[src/rtl/sampler_pkg.sv]
// Shared types and constants for the capture sampler and its read-back dumper.
package sampler_pkg;

    localparam int DEFAULT_SAMPLE_DEPTH = 8;

    localparam logic [7:0] SYNC_BYTE  = 8'h55;
    localparam logic [7:0] FRAME_BYTE = 8'hAA;

    typedef enum logic [3:0] {
        IDLE,
        HEADER,
        FETCH,
        LATCH,
        SEND,
        WAIT_BUSY,
        WAIT_IDLE,
        TRAILER,
        DONE
    } dump_state_t;

    typedef enum logic [1:0] {
        PH_HDR0,
        PH_HDR1,
        PH_DATA,
        PH_TRAIL
    } frame_phase_t;

endpackage

[src/rtl/tx_byte_handshake.sv]
// Drives one byte through uart_tx: waits for idle, pulses tx_start, then follows busy back to idle.
// Handshake: req_i is held high by the owner until ack_o (a single-cycle strobe) is seen; tx_data must stay valid meanwhile.
module tx_byte_handshake
    import sampler_pkg::*;
(
    input  logic        clk_i,
    input  logic        rst_n_i,
    input  logic        req_i,
    input  logic        tx_active_i,
    output logic        tx_start_o,
    output logic        ack_o,
    output dump_state_t state_o
);

    // A transmitter that never raises busy is released after four cycles.
    localparam logic [1:0] BUSY_TIMEOUT = 2'd3;

    dump_state_t state_q;
    logic [1:0]  tmo_q;
    logic        tx_start_q;
    logic        issue;

    assign issue = ((state_q == IDLE) && req_i) || (state_q == SEND);

    always_ff @(posedge clk_i) begin
        if (!rst_n_i) begin
            state_q    <= IDLE;
            tmo_q      <= 2'd0;
            tx_start_q <= 1'b0;
        end else begin
            tx_start_q <= 1'b0;
            case (state_q)
                IDLE, SEND: begin
                    if (issue) begin
                        if (!tx_active_i) begin
                            tx_start_q <= 1'b1;
                            tmo_q      <= 2'd0;
                            state_q    <= WAIT_BUSY;
                        end else begin
                            state_q <= SEND;
                        end
                    end
                end
                WAIT_BUSY: begin
                    if (tx_active_i || (tmo_q == BUSY_TIMEOUT)) begin
                        state_q <= WAIT_IDLE;
                    end else begin
                        tmo_q <= tmo_q + 2'd1;
                    end
                end
                WAIT_IDLE: begin
                    if (!tx_active_i) begin
                        state_q <= IDLE;
                    end
                end
                default: state_q <= IDLE;
            endcase
        end
    end

    assign ack_o      = (state_q == WAIT_IDLE) && !tx_active_i;
    assign tx_start_o = tx_start_q;
    assign state_o    = state_q;

endmodule

[src/rtl/sample_dumper.sv]
// Streams the circular sample RAM over uart_tx, oldest sample first, after a capture completes.
// Optional SAMPLE_DUMP_FRAME_EN wraps the data in an AA/offset header and an XOR trailer.
module sample_dumper
    import sampler_pkg::*;
#(
    parameter int SAMPLE_DEPTH = DEFAULT_SAMPLE_DEPTH,
    parameter int PRE_TRIG     = 2**(SAMPLE_DEPTH-1)
) (
    input  logic                    clk_50mhz,
    input  logic                    reset,
    input  logic                    activate,
    output logic                    done,
    input  logic [SAMPLE_DEPTH-1:0] offset,
    output logic [SAMPLE_DEPTH-1:0] mem_addr,
    input  logic [7:0]              mem_rd_data,
    input  logic                    tx_active,
    output logic                    tx_start,
    output logic [7:0]              tx_data,
    output dump_state_t             dbg_state
);

    localparam int                    LAST_INT   = 2**SAMPLE_DEPTH - 1;
    localparam logic [SAMPLE_DEPTH:0] LAST_COUNT = LAST_INT[SAMPLE_DEPTH:0];
    localparam logic [SAMPLE_DEPTH-1:0] PRE_TRIG_A = PRE_TRIG[SAMPLE_DEPTH-1:0];

    dump_state_t             state_q;
    logic                    activate_q;
    logic                    done_q;
    logic [7:0]              tx_data_q;
    logic [SAMPLE_DEPTH-1:0] mem_addr_q;
    logic [SAMPLE_DEPTH:0]   count_q;
`ifdef SAMPLE_DUMP_FRAME_EN
    logic [SAMPLE_DEPTH-1:0] offset_q;
    logic [7:0]              csum_q;
    frame_phase_t            phase_q;
`endif

    logic        hs_ack;
    dump_state_t hs_state;

    tx_byte_handshake u_hs (
        .clk_i       (clk_50mhz),
        .rst_n_i     (reset),
        .req_i       (state_q == SEND),
        .tx_active_i (tx_active),
        .tx_start_o  (tx_start),
        .ack_o       (hs_ack),
        .state_o     (hs_state)
    );

    always_ff @(posedge clk_50mhz) begin
        if (!reset) begin
            state_q    <= IDLE;
            activate_q <= 1'b0;
            done_q     <= 1'b0;
            tx_data_q  <= 8'h00;
            mem_addr_q <= '0;
            count_q    <= '0;
`ifdef SAMPLE_DUMP_FRAME_EN
            offset_q   <= '0;
            csum_q     <= 8'h00;
            phase_q    <= PH_HDR0;
`endif
        end else begin
            activate_q <= activate;
            case (state_q)
                IDLE: begin
                    if (activate && !activate_q) begin
                        mem_addr_q <= offset + PRE_TRIG_A;
                        count_q    <= '0;
`ifdef SAMPLE_DUMP_FRAME_EN
                        offset_q   <= offset;
                        csum_q     <= 8'h00;
                        phase_q    <= PH_HDR0;
                        state_q    <= HEADER;
`else
                        state_q    <= FETCH;
`endif
                    end
                end
`ifdef SAMPLE_DUMP_FRAME_EN
                HEADER: begin
                    tx_data_q <= (phase_q == PH_HDR0) ? FRAME_BYTE : 8'(offset_q);
                    state_q   <= SEND;
                end
                TRAILER: begin
                    tx_data_q <= csum_q;
                    state_q   <= SEND;
                end
`endif
                FETCH: state_q <= LATCH;
                LATCH: begin
                    tx_data_q <= mem_rd_data;
`ifdef SAMPLE_DUMP_FRAME_EN
                    csum_q    <= csum_q ^ mem_rd_data;
`endif
                    state_q   <= SEND;
                end
                SEND: begin
                    if (hs_ack) begin
`ifdef SAMPLE_DUMP_FRAME_EN
                        if (phase_q == PH_HDR0) begin
                            phase_q <= PH_HDR1;
                            state_q <= HEADER;
                        end else if (phase_q == PH_HDR1) begin
                            phase_q <= PH_DATA;
                            state_q <= FETCH;
                        end else if (phase_q == PH_TRAIL) begin
                            done_q  <= 1'b1;
                            state_q <= DONE;
                        end else
`endif
                        begin
                            count_q    <= count_q + 1'b1;
                            mem_addr_q <= mem_addr_q + 1'b1;
                            if (count_q == LAST_COUNT) begin
`ifdef SAMPLE_DUMP_FRAME_EN
                                phase_q <= PH_TRAIL;
                                state_q <= TRAILER;
`else
                                done_q  <= 1'b1;
                                state_q <= DONE;
`endif
                            end else begin
                                state_q <= FETCH;
                            end
                        end
                    end
                end
                DONE: begin
                    if (!activate) begin
                        done_q  <= 1'b0;
                        state_q <= IDLE;
                    end
                end
                default: state_q <= IDLE;
            endcase
        end
    end

    // While a byte is in flight the handshake's own phase is the more useful view.
    assign dbg_state = ((state_q == SEND) && (hs_state != IDLE)) ? hs_state : state_q;
    assign done      = done_q;
    assign tx_data   = tx_data_q;
    assign mem_addr  = mem_addr_q;

endmodule
[config.mk]
export PLATFORM = sky130hd
export DESIGN_NAME = sample_dumper
export DESIGN_NICKNAME = d
export VERILOG_FILES = /design/src/rtl/sampler_pkg.sv /design/src/rtl/tx_byte_handshake.sv /design/src/rtl/sample_dumper.sv
export SDC_FILE = /design/constraint.sdc
export NUM_CORES = 1
export LEC_CHECK = 0
export ABC_CLOCK_PERIOD_IN_PS = 2950
export CAP_MARGIN = 30
export CORE_MARGIN = 5
export CORE_UTILIZATION = 43
export CTS_CLUSTER_DIAMETER = 200
export DETAILED_ROUTE_END_ITERATION = 8
export PLACE_DENSITY = 0.7
export SKIP_LAST_GASP = 1
export SYNTH_ARGS = -nofsm -noshare
export SYNTH_HDL_FRONTEND = slang
export SYNTH_HIERARCHICAL = 1
export SYNTH_SLANG_ARGS = --single-unit
export TNS_END_PERCENT = 50
[constraint.sdc]
create_clock -name clk_50mhz -period 2.95 [get_ports clk_50mhz]
set_input_delay 0.885 -clock clk_50mhz [delete_from_list [all_inputs] [get_ports clk_50mhz]]
set_output_delay 0.885 -clock clk_50mhz [all_outputs]
set_load 0.02 [all_outputs]
Word-level counts from Yosys, hierarchy flattened
Index checks and enable logic that the tools add are counted.
{"block": "word_totals", "word_cells": 78, "regBits": 38}
{"block": "classes", "n_reduce_logical": 21, "n_addsub": 4, "muxes": 26, "n_eq_ne": 18}
{"operator": "$mux W4", "n": 8}
{"operator": "$pmux W4 S5", "n": 1}
{"operator": "$mux W9", "n": 2}
{"operator": "$pmux W9 S2", "n": 1}
{"operator": "$eq A4 B3 Y1 const B", "n": 4}
{"operator": "$mux W8", "n": 2}
{"operator": "$pmux W8 S2", "n": 1}
{"operator": "$ne A2 B2 Y1 const B", "n": 7}
{"operator": "$pmux W4 S3", "n": 1}
{"operator": "$reduce_and A3 Y1", "n": 4}
{"operator": "$add A9 B1 Y9 const B", "n": 1}
{"operator": "$eq A9 B8 Y1 const B", "n": 1}
{"operator": "$add A8 B1 Y8 const B", "n": 1}
{"operator": "$add A8 B8 Y8 const B", "n": 1}
{"operator": "$eq A4 B2 Y1 const B", "n": 2}
{"operator": "$logic_not A4 Y1", "n": 2}
{"operator": "$reduce_and A4 Y1", "n": 2}
{"operator": "$mux W2", "n": 3}
{"operator": "$reduce_bool A2 Y1", "n": 3}
{"operator": "$mux W1", "n": 5}
{"operator": "$eq A4 B4 Y1 const B", "n": 1}
{"operator": "$logic_and A1 B1 Y1", "n": 4}
{"operator": "$ne A2 B1 Y1 const B", "n": 2}
{"operator": "$pmux W2 S2", "n": 1}
{"operator": "7 further kinds", "n": 9}

Logic depth before layout (Yosys ltp)
Gate-level depths: netlist of the first run.
{"block": "depth", "depth_word": 5, "ltp_mapped": 8, "depth_no_buf": 7}

Cells and area by module
Netlist of the first run, hierarchy kept.
{"mod": "sample_dumper", "n_inst": 1, "seq_area_each_um2": 620.6, "area_per_inst_um2": 1525.2, "cells_each": 176}
{"mod": "tx_byte_handshake", "n_inst": 1, "seq_area_each_um2": 120.1, "area_per_inst_um2": 299.0, "cells_each": 34}

Worst setup path after synthesis of the first run
Ideal clock, no wire load.
{"block": "synth_path", "path_type": "input-to-reg", "from": "input port tx_active", "to": "register count_q[7]", "path_buffers": 1, "t_required_ns": 2.879, "stages": 7, "path_slack_ns": 0.599, "setup_ns": 0.071, "t_arrival_ns": 2.280, "path_cell_list": "nor2_1 and3_1 clkbuf_1 nand2b_1 o211ai_2 or4_1 a21oi_1"}
{"block": "synth_via", "elab_chain_len": 4}
{"item": "start, declared", "line_no": "sample_dumper.sv:16", "source": "input logic tx_active,"}
{"item": "$logic_not A1 Y1"}
{"item": "$logic_and A1 B1 Y1", "line_no": "tx_byte_handshake.sv:61", "source": "assign ack_o = (state_q == WAIT_IDLE) && !tx_active_i;"}
{"item": "named net hs_ack", "line_no": "sample_dumper.sv:38", "source": "logic hs_ack;"}
{"item": "$ne A2 B2 Y1 (no source line)"}
{"item": "$reduce_and A3 Y1 (no source line)"}
{"item": "end signal, assigned", "line_no": "sample_dumper.sv:114", "source": "count_q <= count_q + 1'b1;"}
{"item": "end, declared", "line_no": "sample_dumper.sv:31", "source": "logic [SAMPLE_DEPTH:0] count_q;"}
The timed path passes the listed nets, and every way through them passes these cells.
A chain may end at the register's enable or synchronous reset.

Worst setup path after layout of the first run
{"block": "layout_path", "from": "register state_q[1]", "to": "output port dbg_state[2]"}
{"block": "layout_via", "elab_chain_len": 3}
{"item": "start, declared", "line_no": "sample_dumper.sv:26", "source": "dump_state_t state_q;"}
{"item": "start signal, assigned", "line_no": "sample_dumper.sv:53", "source": "state_q <= IDLE;"}
{"item": "start signal, assigned", "line_no": "sample_dumper.sv:77", "source": "state_q <= FETCH;"}
{"item": "start signal, assigned", "line_no": "sample_dumper.sv:91", "source": "FETCH: state_q <= LATCH;"}
{"item": "$eq A4 B3 Y1", "line_no": "sample_dumper.sv:142", "source": "assign dbg_state = ((state_q == SEND) && (hs_state != IDLE)) ? hs_state : state_q;"}
{"item": "$logic_and A1 B1 Y1", "line_no": "sample_dumper.sv:142"}
{"item": "$mux W4", "line_no": "sample_dumper.sv:142"}
{"item": "end, declared", "line_no": "sample_dumper.sv:19", "source": "output dump_state_t dbg_state"}
Every way passes these cells.

==> results.cfg, run 1 <==
[outcome]
status = finished, final reports clean

[layout]
final_cells = 310
area_delta_synth_final_pct = 34.4
fin_nets = 283
layout-drive-gt1-share_pct = 10.0
fillCellCount = 351
diodes = 0

[route]
via_per_inst = 5.41
wl_per_cell_um = 13.8
drt_iter0_markers = 61
via_count = 1678
route.detailed.drc = 0
antenna_left = 0
drtPass1Iterations = 4
wirelength_mm = 4.28

[critical_path]
rr_endpoint = u_hs/tmo_q[1]$_SDFFE_PN0P_
critPathArrivalTime_ns = 1.91
criticalPathCategory = reg -> out
crit_start = state_q[1]$_SDFFE_PN0P_
r2r_slack_ns = 1.08
reg2regPathDepth = 6
path_max_fanout = 8
required_ns = 2.07
end_kind = output pin
cp-start-kind = flop
r2r_start = state_q[1]$_SDFFE_PN0P_

[grt]
antenna_found_initial = 0
overflow = 0
grt_start_max_net_pins = 22
grt.total_usage_pct = 16.3
grt_pass1_wl_mm = 7.02
grt_pass1_vias = 1583

[timing]
drv_slew = 0
setup_viol = 0
max_freq_mhz = 357
whs_ns = 0.478
finalHoldViolations = 0
rsz0062_at_grt = false
period_needed_ns = 2.80
worst_slew_margin_rel_pct = 63.4
tightest_slew_ns = 0.548
finalCritPeriodShare_pct = 94.9
finalClockSkew_ns = 0.0104
tns_ns = 0

[synthesis]
syn_inst = 210
synth_nets = 234
synth_top_area_cell = dfxtp_1
synthTopCellsByArea = dfxtp_1 (41%), nor2_1 (6.4%), mux2i_1 (5.5%)
ys_warn_count = 6
synth_area_per_cell_um2 = 8.69
yosysUniqueCellTypes = 55
synth-main-ff-cell = dfxtp_1
yosysMostFrequentCell = dfxtp_1
yosysSeqAreaShare_pct = 40.6
synth_common_cells = dfxtp_1 (37), nor2_1 (31), a21oi_1 (14), nand2_1 (13), mux2i_1 (10)
synth_seq_cells = 37
synth-edff-count = 0
yosysTopAreaCellShare_pct = 40.6
syn_area_mm2 = 0.00182
async_reset_ff_share_pct = 0

[power]
powerDensity_mw_per_mm2 = 488
leakagePower_nw = 0.954
ir_worst_vdd_mv = 0.229
fin_total_pwr_w = 0.00120

[cts]
clkLatencyLatePin_ns = 0.30
cts_root_buf = clkbuf_8
htreeDepth = 2
cts_tree = yes
clkSlewWorstSetupHoldPaths_ns = 0.08
cts_max_path_buffers = 2
cts_setup_buffers = 0
cts.sinks = 37
cts_buffers = 5

[die]
ios = 42
core_mm2 = 0.00406
die_x_um = 75.1
rows = 23
die_h_um = 75.1
die_area_mm2 = 0.00565
start_util_pct = 45.0

[min_path]
hold_path.startpoint = u_hs/tmo_q[1]$_SDFFE_PN0P_
worstHoldPathCells = 2
min-delay-path-class = reg -> reg
hold_end = u_hs/tmo_q[1]$_SDFFE_PN0P_

[place]
gp_congestion = 0.751
numPortBuffers = 41
hpwlAfterDp_mm = 3.08
placed_cells = 302

[job]
drv_cap = 0
critical path, stage by stage (launching register included):
cell             delay [ns]
dfxtp_1                0.38
or3_1                  0.44
nor3_1                 0.19
nor2_1                 0.06
clkdlybuf4s50_1        0.54
layout by cell type, fill, tap and decap left out, drive strengths merged, types with 2 or more instances in the layout:
master	synthesis	final
clkdlybuf4s50	0	39
a211oi	3	3
o31ai	4	4
mux2i	10	10
clkinv	1	2
a21o	3	3
or4	2	2
a31oi	2	2
nand3	8	8
a21oi	14	14
and3b	2	2
nor3	4	4
o211ai	2	2
and4	3	3
a311oi	2	2
o21ai	8	8
o221a	4	4
nor2	31	31
dfxtp	37	37
clkbuf	6	5
nand2	13	13
inv	4	4
and3	4	4
buf	4	11
o21a	2	2
nor3b	2	2
and2	2	2
a41oi	2	2
nand2b	6	6
ha	4	4
or3	4	4
repair_timing:
action                                  CTS  global route
gates resized for setup                   1             1
hold buffers                              0             0
endpoints found under the setup margin    1             1
power by group:
| part | leakage (nW) | switching, W | internal, W | total (W) |
|---|---|---|---|---|
| combinational | 0.600 | 0.000102 | 0.000105 | 0.000208 |
| clock | 0.0543 | 0.000192 | 0.000253 | 0.000445 |
| sequential | 0.300 | 0.0000239 | 0.000520 | 0.000544 |
| total | 0.954 | 0.000318 | 0.000878 | 0.00120 |
final cells by class:
type | instances | area (um^2) | area share [%]
clock inverter | 3 | 46.3 | 1.89
multi-input combinational | 158 | 1020 | 41.6
tap | 50 | 62.6 | 2.55
inverter | 5 | 20.0 | 0.817
clock buffer | 5 | 68.8 | 2.81
timing repair buffer | 52 | 494 | 20.2
sequential | 37 | 741 | 30.2
sequential cells by signal, indices dropped and copies added, names as in the netlist:
signal / cells
count_q: 9
mem_addr: 8
tx_data: 8
state_q: 4
u_hs/state_o: 3
u_hs/tmo_q: 2
activate_q: 1
done: 1
u_hs/tx_start_o: 1
stage by stage:
| step | instance area, um^2 | worst slack [ns] | utilization (%) |
|---|---|---|---|
| final | 2450 | 0.151 | 60.4 |
| after global routing | 2450 | 0.0563 | 60.4 |
| after CTS | 2450 | 0.00692 | 60.3 |
| after detailed placement | 2330 | 0.205 | 57.5 |
| after global placement | 2330 | 0.241 | 57.5 |
| after floorplan | 1820 | 0.599 | - |
cells by family (layout without fill, tap and decap cells):
logic type	count (synthesis)	after routing	synth area share, %
compound gates	55	55	21.7
xor+xnor	1	1	0.480
fa+ha+maj	4	4	2.74
buf+inv	15	65	3.91
flops	37	37	40.6
mux	10	10	5.49
other cells	1	1	0.206
simple gates	87	87	24.8
per-layer routing:
| metal | track usage (%) | share of wire [%] |
|---|---|---|
| met4 | 6.80 | 1.6 |
| met2 | 25.0 | 44 |
| met3 | 7.34 | 9.2 |
| met1 | 19.7 | 45 |
| met5 | 0 | 0 |
how the worst max path moves through the flow:
stage,end,slack (ns),cells after the start
6_report,dbg_state[2],0.15,4
5_1_grt,dbg_state[2],0.06,4
4_1_cts,dbg_state[1],0.007,4
3_5_place_dp,count_q[4]$_SDFFE_PN0P_,0.21,8
3_3_place_gp,count_q[4]$_SDFFE_PN0P_,0.24,8
2_1_floorplan,count_q[7]$_SDFFE_PN0P_,0.60,7
Note: power is estimated with default switching activity, not from simulation.
==> inputs of run 2 (changes only) <==
--- a/config.mk
+++ b/config.mk
@@ -5,13 +5,14 @@
 export SDC_FILE = /design/constraint.sdc
 export NUM_CORES = 1
 export LEC_CHECK = 0
+export ABC_AREA = 1
 export ABC_CLOCK_PERIOD_IN_PS = 2950
 export CAP_MARGIN = 30
 export CORE_MARGIN = 5
 export CORE_UTILIZATION = 43
 export CTS_CLUSTER_DIAMETER = 200
 export DETAILED_ROUTE_END_ITERATION = 8
-export PLACE_DENSITY = 0.7
+export PLACE_DENSITY = 0.69
 export SKIP_LAST_GASP = 1
 export SYNTH_ARGS = -nofsm -noshare
 export SYNTH_HDL_FRONTEND = slang
==> results.cfg, run 2 <==
[layout]
utilization_pct = 56.3
largest_register_ffs = 9
top_register = count_q
area_delta_synth_final_pct = 28.4
final_cell_mix = nor2_1 (60), nand2_1 (53), clkdlybuf4s50_1 (41)
layout-drive-gt1-share_pct = 14.3
final_common_cell = nor2_1
diodes = 0
fin_nets = 366
final_area_mm2 = 0.00263

[synthesis]
syn_inst = 294
yosysUniqueCellTypes = 33
yosysSeqAreaShare_pct = 36.2
syn_area_mm2 = 0.00205
synth-edff-count = 0
synth_seq_cells = 37
synth_top_area_cell = dfxtp_1
ys_warn_count = 6
yosysMostFrequentCell = nor2_1
synth_nets = 318
yosysTopAreaCellShare_pct = 36.2
synth_common_cells = nor2_1 (60), nand2_1 (53), dfxtp_1 (37), inv_1 (30), nand3_1 (21)
synth-main-ff-cell = dfxtp_1
synth_area_per_cell_um2 = 6.96
async_reset_ff_share_pct = 0
synthTopCellsByArea = dfxtp_1 (36%), nor2_1 (11%), nand2_1 (9.7%)

[die]
die_h_um = 79.0
core_mm2 = 0.00466
die_x_um = 79.0
die_area_mm2 = 0.00624
start_util_pct = 43.9
ios = 42
rows = 25

[power]
sw_frac_of_total_pct = 33.1
fin_total_pwr_w = 0.00145
leakagePower_nw = 1.07
internal_power_w = 0.000972
powerDensity_mw_per_mm2 = 553
pwr-share-seq_pct = 41.7
p_comb_share_pct = 27.9
power_switching_w = 0.000480
power_frac_clock_pct = 30.4
ir_worst_vdd_mv = 0.405

[cts]
htreeDepth = 2
clkSlewWorstSetupHoldPaths_ns = 0.08
cts_setup_buffers = 0
cts_max_path_buffers = 2
cts.sinks = 37
cts_resized = 0
hold_buffers = 0
cts_buffers = 5
cts_tree = yes
cts_root_buf = clkbuf_8
clkLatencyLatePin_ns = 0.30

[min_path]
worstHoldPathCells = 2
min-delay-path-class = reg -> reg

[place]
dpl-instance-area_mm2 = 0.00251
gp_congestion = 0.840
hpwlAfterDp_mm = 3.45
numPortBuffers = 41

[timing]
rsz0062_at_grt = false
finalCritPeriodShare_pct = 95.0
drv_slew = 0
finalClockSkew_ns = 0.00967
max_freq_mhz = 357
finalHoldViolations = 0
period_needed_ns = 2.80
setup_viol = 0
tns_ns = 0

[outcome]
status = finished, final reports clean

[route]
drtPass1Iterations = 4
drt_iter0_markers = 58
via_per_inst = 4.87
wl_per_cell_um = 11.8
route.detailed.drc = 0
wirelength_mm = 4.70
antenna_left = 0
via_count = 1934

[critical_path]
criticalPathCategory = reg -> out
path_max_fanout = 13
end_kind = output pin
cp-start-kind = flop
critPathArrivalTime_ns = 1.92
reg2regPathDepth = 9
required_ns = 2.07

[grt]
grt_pass1_vias = 1834
grt_pass1_wl_mm = 8.24
grt_start_max_net_pins = 22
overflow = 0
antenna_found_initial = 0
grt.total_usage_pct = 16.5

[job]
drv_cap = 0
[run 2: changes by cell type in the layout (fill, tap and decap cells not counted), sizes merged, moves of 4 or more]
cell | previous run | this run
or3 | 4 | 0
nor2 | 31 | 68
nand2 | 13 | 60
and3 | 4 | 0
nand3 | 8 | 28
a21oi | 14 | 18
buf | 11 | 6
inv | 4 | 35
nand2b | 6 | 0
o221a | 4 | 0
o21ai | 8 | 19
mux2i | 10 | 0
[run 2: routing by layer]
layer | global-route usage [%] | up-vias | routed length (um)
met3 | 4.54 | 6 | 220
met1 | 20.6 | 865 | 2240
met4 | 5.67 | 0 | 67
li1 | - | 1033 | -
met5 | 0 | - | 0
met2 | 27.2 | 30 | 2170
[run 2: final timing paths]
path | from | end | slack, ns
setup / recovery | state_q[3]$_SDFFE_PN0P_ | dbg_state[0] | 0.15
hold / removal | done$_SDFFE_PN0P_ | done$_SDFFE_PN0P_ | 0.46
setup reg to reg | u_hs/state_o[2]$_SDFFE_PN0P_ | count_q[1]$_SDFFE_PN0P_ | 0.98
hold reg to reg | done$_SDFFE_PN0P_ | done$_SDFFE_PN0P_ | 0.46
[run 2: kinds of logic after synthesis]
logic type / Yosys count / share of synthesized area [%]
other: 1 / 0.183
buffers and inverters: 42 / 9.30
xor gates and xnor gates: 2 / 0.856
AOI/OAI and AO/OA: 40 / 11.4
adders and majority gates: 4 / 2.45
and+or+nand+nor: 168 / 39.6
DFF: 37 / 36.2
[run 2: critical path: stages (launching register included)]
cell and delay, ns:
dfxtp_1 0.37, inv_1 0.12, nand2_1 0.07, nor2_2 0.11, buf_4 0.22, nand2_1 0.07, nand2_1 0.07, clkdlybuf4s50_1 0.59
[run 2: final cells by class]
type | count | area (um^2)
fillers | 473 | 2030
inverters | 36 | 136
clock inverters | 2 | 38.8
repair buffers | 47 | 455
multi-input cells | 215 | 1110
well taps | 54 | 67.6
clock buffers | 6 | 72.6
flip-flops and latches | 37 | 741
[run 2: power groups by stage]
| stage | sequential, W | combinational (W) | clock, W |
|---|---|---|---|
| 2_1_floorplan | 0.000637 | 0.000261 | 0 |
| 3_3_place_gp | 0.000617 | 0.000397 | 0 |
| 3_5_place_dp | 0.000617 | 0.000404 | 0 |
| 4_1_cts | 0.000606 | 0.000407 | 0.000454 |
| 5_1_grt | 0.000614 | 0.000450 | 0.000477 |
| 6_report | 0.000606 | 0.000405 | 0.000441 |
[run 2: per-stage QoR]
| stage | std cells | worst slack (ns) | hold slack (ns) |
|---|---|---|---|
| 5_1_grt | 397 | 0.0224 | 0.488 |
| 3_5_place_dp | 389 | 0.117 | 0.451 |
| 6_report | 397 | 0.148 | 0.462 |
| 3_3_place_gp | 389 | 0.180 | 0.443 |
| 4_1_cts | 397 | 0.111 | 0.465 |
| 2_1_floorplan | 294 | 0.652 | 0.443 |
